==> src/rtl/pid_axis_sched.sv <==
// pid_axis_sched: two-axis incremental-PID scheduler for the pan/tilt loop.
// One shared term unit is time-multiplexed between X and Y. Each axis keeps
// its error history and a saturated servo command.
// Optional feature: define PID_DEADBAND_EN to zero samples with |e| <= DEADBAND.
//
// state | meaning
// IDLE  | nothing pending, waiting for a strobe
// LOAD  | latch e0/e1/e2 and gains for the granted axis, clear its pending flag
// CALC  | register the term unit output d
// ACC   | accumulate d into uk with clamping, shift history, pulse upd
module pid_axis_sched #(
  parameter int UK_INIT  = 1500,
  parameter int UK_MIN   = 500,
  parameter int UK_MAX   = 2500,
  parameter int DEADBAND = 2
) (
  input  logic               sys_clk,
  input  logic               sys_rst_n,
  input  logic               clr,
  input  logic signed [9:0]  err_x,
  input  logic signed [9:0]  err_y,
  input  logic               vld_x,
  input  logic               vld_y,
  input  logic        [3:0]  kp,
  input  logic        [3:0]  ki,
  input  logic        [3:0]  kd,
  output logic signed [15:0] uk_x,
  output logic signed [15:0] uk_y,
  output logic               upd_x,
  output logic               upd_y,
  output logic               sat_x,
  output logic               sat_y,
  output logic               ovr,
  output logic               busy
);

  localparam logic [1:0] S_IDLE = 2'd0;
  localparam logic [1:0] S_LOAD = 2'd1;
  localparam logic [1:0] S_CALC = 2'd2;
  localparam logic [1:0] S_ACC  = 2'd3;

`ifdef PID_DEADBAND_EN
  localparam bit DB_EN = 1'b1;
`else
  localparam bit DB_EN = 1'b0;
`endif
  // A negative threshold can never be met, so the deadband folds away when disabled.
  localparam int DB_THR = DB_EN ? DEADBAND : -1;

  localparam logic signed [16:0] UK_MIN17 = 17'(UK_MIN);
  localparam logic signed [16:0] UK_MAX17 = 17'(UK_MAX);

  logic        [1:0]  state_q, state_d;
  logic               grant_q, grant_d;   // axis in flight: 0 = X, 1 = Y
  logic               ptr_q, ptr_d;       // last-served axis
  logic        [1:0]  pend_q, pend_d;     // bit0 = X, bit1 = Y
  logic signed [9:0]  buf_x_q, buf_x_d, buf_y_q, buf_y_d;
  logic signed [9:0]  e1_x_q, e1_x_d, e2_x_q, e2_x_d;
  logic signed [9:0]  e1_y_q, e1_y_d, e2_y_q, e2_y_d;
  logic signed [9:0]  e0_q, e0_d, e1_q, e1_d, e2_q, e2_d;
  logic        [3:0]  kp_q, kp_d, ki_q, ki_d, kd_q, kd_d;
  logic signed [14:0] d_q, d_d;
  logic signed [15:0] uk_x_q, uk_x_d, uk_y_q, uk_y_d;
  logic               upd_x_q, upd_x_d, upd_y_q, upd_y_d;
  logic               sat_x_q, sat_x_d, sat_y_q, sat_y_d;
  logic               ovr_q, ovr_d;

  logic        [1:0]  req;
  logic               pick;
  logic signed [14:0] p_term, i_term, d_term, d_calc;
  logic signed [15:0] uk_sel, uk_new;
  logic signed [16:0] acc_sum;
  logic               acc_hi, acc_lo;

  function automatic logic signed [9:0] dband(input logic signed [9:0] e);
    logic signed [11:0] mag;
    mag = e[9] ? -12'(e) : 12'(e);
    return (int'(mag) <= DB_THR) ? 10'sd0 : e;
  endfunction

  // A strobe in the arbitration cycle counts as a request so IDLE reacts immediately.
  assign req  = pend_q | {vld_y, vld_x};
  assign pick = (req == 2'b11) ? ~ptr_q : req[1];

  // 15-bit wrap-around arithmetic gives the low bits of the exact result directly.
  assign p_term = 15'($signed({1'b0, kp_q})) * (15'(e0_q) - 15'(e1_q));
  assign i_term = 15'($signed({1'b0, ki_q})) * 15'(e0_q);
  assign d_term = 15'($signed({1'b0, kd_q})) * (15'(e0_q) - (15'(e1_q) <<< 1) + 15'(e2_q));
  assign d_calc = p_term + i_term + d_term;

  assign uk_sel  = grant_q ? uk_y_q : uk_x_q;
  assign acc_sum = 17'(uk_sel) + 17'(d_q);
  assign acc_hi  = acc_sum > UK_MAX17;
  assign acc_lo  = acc_sum < UK_MIN17;
  assign uk_new  = acc_hi ? 16'(UK_MAX) : (acc_lo ? 16'(UK_MIN) : acc_sum[15:0]);

  // Next-state: sample capture, pending/overrun tracking and the LOAD/CALC/ACC sequence.
  always_comb begin
    state_d = state_q;  grant_d = grant_q;  ptr_d = ptr_q;  pend_d = pend_q;
    buf_x_d = buf_x_q;  buf_y_d = buf_y_q;
    e1_x_d  = e1_x_q;   e2_x_d  = e2_x_q;   e1_y_d = e1_y_q;  e2_y_d = e2_y_q;
    e0_d    = e0_q;     e1_d    = e1_q;     e2_d   = e2_q;
    kp_d    = kp_q;     ki_d    = ki_q;     kd_d   = kd_q;    d_d    = d_q;
    uk_x_d  = uk_x_q;   uk_y_d  = uk_y_q;   sat_x_d = sat_x_q; sat_y_d = sat_y_q;
    ovr_d   = ovr_q;    upd_x_d = 1'b0;     upd_y_d = 1'b0;

    // The sample being latched in LOAD is consumed, so a new strobe then is not an overrun.
    if (state_q == S_LOAD) pend_d[grant_q] = 1'b0;
    if (vld_x) begin
      if (pend_d[0]) ovr_d = 1'b1;
      pend_d[0] = 1'b1;
      buf_x_d   = err_x;
    end
    if (vld_y) begin
      if (pend_d[1]) ovr_d = 1'b1;
      pend_d[1] = 1'b1;
      buf_y_d   = err_y;
    end

    case (state_q)
      S_IDLE: begin
        if (|req) begin
          grant_d = pick;
          ptr_d   = pick;
          state_d = S_LOAD;
        end
      end
      S_LOAD: begin
        e0_d    = dband(grant_q ? buf_y_q : buf_x_q);
        e1_d    = grant_q ? e1_y_q : e1_x_q;
        e2_d    = grant_q ? e2_y_q : e2_x_q;
        kp_d    = kp;
        ki_d    = ki;
        kd_d    = kd;
        state_d = S_CALC;
      end
      S_CALC: begin
        d_d     = d_calc;
        state_d = S_ACC;
      end
      S_ACC: begin
        if (grant_q) begin
          uk_y_d  = uk_new;
          sat_y_d = acc_hi | acc_lo;
          e2_y_d  = e1_y_q;
          e1_y_d  = e0_q;
          upd_y_d = 1'b1;
        end else begin
          uk_x_d  = uk_new;
          sat_x_d = acc_hi | acc_lo;
          e2_x_d  = e1_x_q;
          e1_x_d  = e0_q;
          upd_x_d = 1'b1;
        end
        if (|req) begin
          grant_d = pick;
          ptr_d   = pick;
          state_d = S_LOAD;
        end else begin
          state_d = S_IDLE;
        end
      end
      default: state_d = S_IDLE;
    endcase
  end

  // State registers; clr behaves exactly like reset and drops any strobe in that cycle.
  always_ff @(posedge sys_clk) begin
    if (!sys_rst_n || clr) begin
      state_q <= S_IDLE;  grant_q <= 1'b0;  ptr_q <= 1'b1;  pend_q <= 2'b00;
      buf_x_q <= '0;      buf_y_q <= '0;
      e1_x_q  <= '0;      e2_x_q  <= '0;    e1_y_q <= '0;   e2_y_q <= '0;
      e0_q    <= '0;      e1_q    <= '0;    e2_q   <= '0;
      kp_q    <= '0;      ki_q    <= '0;    kd_q   <= '0;   d_q    <= '0;
      uk_x_q  <= 16'(UK_INIT);  uk_y_q <= 16'(UK_INIT);
      upd_x_q <= 1'b0;    upd_y_q <= 1'b0;
      sat_x_q <= 1'b0;    sat_y_q <= 1'b0;  ovr_q  <= 1'b0;
    end else begin
      state_q <= state_d; grant_q <= grant_d; ptr_q <= ptr_d; pend_q <= pend_d;
      buf_x_q <= buf_x_d; buf_y_q <= buf_y_d;
      e1_x_q  <= e1_x_d;  e2_x_q  <= e2_x_d;  e1_y_q <= e1_y_d; e2_y_q <= e2_y_d;
      e0_q    <= e0_d;    e1_q    <= e1_d;    e2_q   <= e2_d;
      kp_q    <= kp_d;    ki_q    <= ki_d;    kd_q   <= kd_d;   d_q    <= d_d;
      uk_x_q  <= uk_x_d;  uk_y_q  <= uk_y_d;
      upd_x_q <= upd_x_d; upd_y_q <= upd_y_d;
      sat_x_q <= sat_x_d; sat_y_q <= sat_y_d; ovr_q  <= ovr_d;
    end
  end

  assign uk_x  = uk_x_q;
  assign uk_y  = uk_y_q;
  assign upd_x = upd_x_q;
  assign upd_y = upd_y_q;
  assign sat_x = sat_x_q;
  assign sat_y = sat_y_q;
  assign ovr   = ovr_q;
  assign busy  = (state_q != S_IDLE);

endmodule

==> config.mk <==
export PLATFORM = sky130hd
export DESIGN_NAME = pid_axis_sched
export DESIGN_NICKNAME = d
export VERILOG_FILES = /design/src/rtl/pid_axis_sched.sv
export SDC_FILE = /design/constraint.sdc
export NUM_CORES = 1
export LEC_CHECK = 0
export ABC_AREA = 0
export BUFFER_PORTS_ARGS = -buffer_cell sky130_fd_sc_hd__buf_4
export CAP_MARGIN = 10
export CORE_MARGIN = 10
export CORE_UTILIZATION = 57
export CTS_CLUSTER_SIZE = 25
export DETAILED_ROUTE_END_ITERATION = 7
export GPL_ROUTABILITY_DRIVEN = 0
export GPL_TIMING_DRIVEN = 0
export PLACE_DENSITY = 0.84
export RECOVER_POWER = 100
export SYNTH_ARGS = -nofsm -noshare
export SYNTH_HDL_FRONTEND = slang
export SYNTH_SLANG_ARGS = --single-unit
==> constraint.sdc <==
create_clock -name sys_clk -period 7.4 [get_ports sys_clk]
set_clock_uncertainty 0.15 [all_clocks]
set_input_delay 0.74 -clock sys_clk [delete_from_list [all_inputs] [get_ports sys_clk]]
set_output_delay 0.74 -clock sys_clk [all_outputs]
set_load 0.02 [all_outputs]
==> reports/qor.yml, run 1 <==
cells_and_area:
  fin_cells: 1962
  drive_above_1_share: 0.128
  fin_nets: 1927
  final_util: 0.675
  n_fill_cell: 1673
  n_antenna_cell: 0
  area_growth_pct: 16.3
  regArea_sq_um: 3240
  multi_input_area_sq_um: 9170
sta:
  period_needed_ps: 7600
  setup_violations: 1
  max_slew.worst_pin.slew_ps: 1030
  relSlewSlack: 0.311
  fin_ws_ps: -200
  drv_slew: 0
  finalHoldViolations: 0
  max_freq_mhz: 132
  rsz0062_at_grt: "true"
  fin_crit_sh: 1.03
cts:
  clkTransAtPathRegs_ps: 80
  cts.sinks: 160
  clock_latency_ps: 440
  tritoncts: "built"
  cts_made_buffers: 17
  clk_path_buf_depth: 2
  cts.htree.levels: 4
  clockRootBuffer: "clkbuf_16"
  hold_buffers: 0
global_route:
  antenna_found_initial: 0
  grt_max_degree: 20
  overflow: 0
  first_global_vias: 11600
  grt_util_all_layers: 0.243
  grt_pass1_wl_mm: 57.7
synthesis:
  synth_top_cell_by_area: "dfxtp_1"
  synth-async-reset-ratio: 0
  yosysMostFrequentCell: "inv_1"
  synthTopCellsByCount: "247 x inv_1, 165 x nand2_1, 160 x dfxtp_1"
  yosysSeqAreaShare: 0.243
  syn_inst: 1532
  syn_area_per_cell_sq_um: 8.60
  synth_top_area_share: 0.243
  ys_ff_latch: 160
  yosys-top-cells-area: "dfxtp_1 24%, fa_1 19%, ha_1 9.8%"
  syn-cell-area_sq_um: 13200
  yosysUniqueCellTypes: 69
  synth_ff_type: "dfxtp_1"
  synth_edf_count: 0
  yosysWarnings: 0
  synth_nets: 1795
floorplanning:
  dieArea_sq_um: 29600
  dieHeight_microns: 172
  io_pins: 75
  rows: 55
  die_x_microns: 172
  core_area_sq_um: 22700
  start_util: 0.580
routing:
  vias: 11400
  vias_per_cell: 5.81
  firstDrtPassIters: 5
  drt-wirelength-per-cell_microns: 18.6
  antenna_left: 0
  route.detailed.drc: 0
  wirelength_mm: 36.5
  drt_iter0_markers: 993
power:
  p_leak_nw: 6.55
  p_per_area_nw_per_um2: 160
  vdd_drop_max_mv: 0.226
  p_total_mw: 2.45
setup_path:
  slowest_stage: "fa_2"
  critPathCaptureType: "flop"
  critPathKind: "reg -> reg"
  cp.required_ps: 7630
  crit_arrival_ps: 7830
  cp-start-kind: "flop"
  slowest_delay_ps: 580
  critPathMaxFanout: 4
placement:
  io_buffers: 72
  pre_cts_slack_ps: -1060
  hpwl_mm: 26.4
  place_inst: 1889
worst_hold_path:
  hold_path.class: "reg -> reg"
outcome:
  violations: "setup timing"
  status: "finished, violations left"
job:
  max-cap-violations: 0
logic make-up (layout without fill, tap and decap cells):
kind of cell             count (synthesis)  count (layout)  synth area share
AO/OA/AOI/OAI                          223             223             0.112
XOR/XNOR                                43              43            0.0296
adder cells (fa/ha/maj)                226             226             0.285
buffers and inverters                  319             464            0.0922
flip-flops                             160             160             0.243
multiplexers                            89              89            0.0691
AND/OR/NAND/NOR                        472             472             0.169
worst paths after layout:
kind / slack, ps / to / start / cells after the start
worst max-delay path: -200 / d_q[14] / e0_q[1] / 29
worst max register to register: -200 / d_q[14] / e0_q[1] / 29
worst min register to register: 310 / e2_x_q[9] / e2_x_q[9] / 2
worst min-delay path: 310 / e2_x_q[9] / e2_x_q[9] / 2
worst max-delay path, delay by kind of cell, from the launching register on:
family	cells	cell delay [ps]
fa+ha+maj	9	4210
simple gates	8	1170
compound gates	4	740
xor+xnor	2	540
flops	1	380
buf+inv	6	340
layer usage:
metal	routed length [microns]	global-route usage	up-vias	part of all wire
li1	-	-	5227	-
met1	14200	0.301	5544	0.39
met2	18100	0.414	508	0.50
met3	2940	0.0454	116	0.080
met4	1230	0.0907	0	0.034
met5	0	0	-	0
area by class of cell:
cell class,count,area share
Timing Repair Buffer,113,0.0465
Clock inverter,15,0.0137
Inverter,247,0.0605
Sequential cell,160,0.211
Multi-Input combinational cell,1053,0.598
Clock buffer,17,0.0278
Buffer,72,0.0183
Tap cell,285,0.0233
cell usage in the layout (no fill, tap or decap), types with 9 or more instances in the layout:
cell type and instances:
inv_1 237, nand2_1 161, dfxtp_1 149, nor2_1 124, fa_1 116, clkbuf_1 104, ha_1 89, and2_1 74
buf_4 74, mux2i_1 73, a21oi_1 70, a211oi_1 33, xnor2_1 22, o21ai_0 19, clkbuf_16 17, nor3_1 16
mux2_2 16, and3_1 14, nor2b_1 12, nand2b_1 12, a31oi_1 11, xnor2_2 10, inv_2 10, dfxtp_4 9
metrics by stage:
step | instance area [sq um] | setup TNS, ps | hold slack [ps]
4_1_cts | 15200 | -80.3 | 307
6_report | 15300 | -200 | 308
2_1_floorplan | 13200 | 0 | 286
3_3_place_gp | 14100 | -2190 | 292
3_5_place_dp | 14100 | -3110 | 297
5_1_grt | 15300 | -996 | 322
where the power goes:
part / internal (mW) / leakage (nW) / total [mW] / switching [mW]
Clock: 0.493 / 0.308 / 0.926 / 0.433
Combinational: 0.276 / 4.94 / 0.641 / 0.365
Sequential: 0.872 / 1.30 / 0.886 / 0.0138
timing repair:
action                                  CTS  global route
cloned                                    0             0
pin swaps                                61            52
setup buffers                            25            16
endpoints found under the setup margin    6             6
resized for setup                        76            42
No activity file was read; power rests on OpenSTA's default activity.
==> run 2: changes to the inputs <==
--- a/config.mk
+++ b/config.mk
@@ -8,7 +8,7 @@
 export ABC_AREA = 0
 export BUFFER_PORTS_ARGS = -buffer_cell sky130_fd_sc_hd__buf_4
 export CAP_MARGIN = 10
-export CORE_MARGIN = 10
+export CORE_MARGIN = 4
 export CORE_UTILIZATION = 57
 export CTS_CLUSTER_SIZE = 25
 export DETAILED_ROUTE_END_ITERATION = 7
@@ -16,6 +16,7 @@
 export GPL_TIMING_DRIVEN = 0
 export PLACE_DENSITY = 0.84
 export RECOVER_POWER = 100
+export SETUP_SLACK_MARGIN = 0.5
 export SYNTH_ARGS = -nofsm -noshare
 export SYNTH_HDL_FRONTEND = slang
 export SYNTH_SLANG_ARGS = --single-unit
==> run 2 against run 1 <==
The run still ends with setup timing left. Routed wire length down 2.3%. Flip-flop and latch count unchanged. Worst hold slack worse by 2.3 ps. Fmax up 1.5%. Register-to-register slack better by 110 ps. Global-route usage up 3.4 points. Clock power down 0.9%. Non-clock buffer count down 23. Die area down 13%. Sequential power about the same. Setup slack better by 110 ps. Largest power group unchanged.
==> reports/qor.yml, run 2 (same netlist as run 1, synthesis figures left out) <==
floorplanning:
  core_area_sq_um: 22700
  dieHeight_microns: 160
  dieArea_sq_um: 25600
  die_x_microns: 160
  rows: 55
  io_pins: 75
  start_util: 0.580
sta:
  drv_slew: 0
  finalHoldViolations: 0
  setup_violations: 2
  relSlewSlack: 0.342
  period_needed_ps: 7490
  max_slew.worst_pin.slew_ps: 980
  max_freq_mhz: 134
  finalSetupTns_ps: -105
  fin_ws_ps: -89.5
  rsz0062_at_grt: "true"
  fin_crit_sh: 1.01
  fin_hold_ws_ps: 306
cells_and_area:
  final_area_sq_um: 15200
  regArea_sq_um: 3230
  final_common_cell: "inv_1"
  final_cell_mix: "230 x inv_1, 163 x nand2_1, 149 x dfxtp_1"
  n_antenna_cell: 0
  drive_above_1_share: 0.117
  multi_input_area_sq_um: 9210
  fin_nets: 1904
  n_fill_cell: 1715
  area_growth_pct: 15.3
routing:
  firstDrtPassIters: 5
  drt-wirelength-per-cell_microns: 18.4
  route.detailed.drc: 0
  vias_per_cell: 5.83
  wirelength_mm: 35.7
  drt_iter0_markers: 980
  vias: 11300
  antenna_left: 0
placement:
  io_buffers: 72
  hpwl_mm: 26.7
  pre_cts_slack_ps: -493
  placed_area_sq_um: 14200
power:
  p_leak_nw: 6.41
  p_per_area_nw_per_um2: 159
  vdd_drop_max_mv: 0.204
worst_hold_path:
  hold_path_depth: 2
  min_from: "e2_y_q[7]"
  hold_path.class: "reg -> reg"
setup_path:
  critPathCaptureType: "flop"
  crit_buf_inv: 6
  crit_top_cell: "fa_1"
  rr_worst_depth: 26
  cp.required_ps: 7630
  reg2reg_from: "e2_q[2]"
  critPathKind: "reg -> reg"
  slowest_delay_ps: 560
  reg2reg_slack_ps: -90
  crit_arrival_ps: 7720
  cp-endpoint: "d_q[14]"
  crit_family: "adder cells"
  rr_endpoint: "d_q[14]"
  path_depth: 26
  critPathMaxFanout: 4
  cp-start-kind: "flop"
  slowest_stage: "fa_1"
  cp-startpoint: "e2_q[2]"
cts:
  clkTransAtPathRegs_ps: 80
  clockRootBuffer: "clkbuf_16"
  cts_made_buffers: 17
  cts.sinks: 160
  clock_latency_ps: 430
  tritoncts: "built"
  clk_path_buf_depth: 2
  cts.htree.levels: 4
  hold_buffers: 0
job:
  max-cap-violations: 0
outcome:
  status: "finished, violations left"
  violations: "setup timing"
global_route:
  overflow: 0
  grt_max_degree: 20
  grt_pass1_wl_mm: 58.2
  first_global_vias: 11600
  antenna_found_initial: 0
  grt_util_all_layers: 0.278
## run 2: changes by cell type in the layout (fill, tap and decap cells not counted), sizes merged
cell / change
buf: -23
## run 2: how the worst min path moves through the flow
stage                     end  slack [ps]
global placement    e2_x_q[9]         290
floorplan           e2_x_q[0]         290
CTS                 e2_y_q[7]         310
global route        e2_y_q[7]         330
finish              e2_y_q[7]         310
detailed placement  e2_x_q[3]         300
## run 2: power by group
group / total [mW] / switching, mW / internal, mW
Combinational: 0.603 / 0.352 / 0.252
Sequential: 0.887 / 0.0146 / 0.872
Clock: 0.918 / 0.425 / 0.493
Total: 2.41 / 0.791 / 1.62
## run 2: per-stage QoR
| step | instances | power, mW | utilization |
|---|---|---|---|
| 2_1_floorplan | 1532 | 1.24 | - |
| 3_3_place_gp | 1889 | 1.37 | 0.626 |
| 3_5_place_dp | 1889 | 1.38 | 0.626 |
| 4_1_cts | 1935 | 2.37 | 0.672 |
| 5_1_grt | 1939 | 2.50 | 0.669 |
| 6_report | 1939 | 2.41 | 0.669 |
## run 2: layout make-up
type / instances / share of cell area
Clock buffer: 17 / 0.0280
Buffer: 72 / 0.0185
Multi-Input combinational cell: 1053 / 0.606
Clock inverter: 15 / 0.0140
Inverter: 247 / 0.0610
Sequential cell: 160 / 0.213
Tap cell: 285 / 0.0235
Timing Repair Buffer: 90 / 0.0361
## run 2: layer usage
metal	vias to the layer above	track usage	wire length, microns
li1	5185	-	-
met1	5505	0.360	14100
met2	505	0.474	17600
met3	114	0.0359	2640
met4	0	0.110	1360
met5	-	0	0
## run 2: worst min-delay path, cell delays in order (launching register included)
cell and delay (ps):
dfxtp_1 310, nand2_1 50, a21oi_1 50
## run 2: repair_timing
| action | in CTS | in global routing |
|---|---|---|
| endpoints found under the setup margin | 8 | 8 |
| endpoints found under the hold margin | 0 | 0 |
| setup buffers | 14 | 4 |
| pin swaps | 23 | 20 |
| gates resized for setup | 73 | 21 |
| cloned | 0 | 0 |
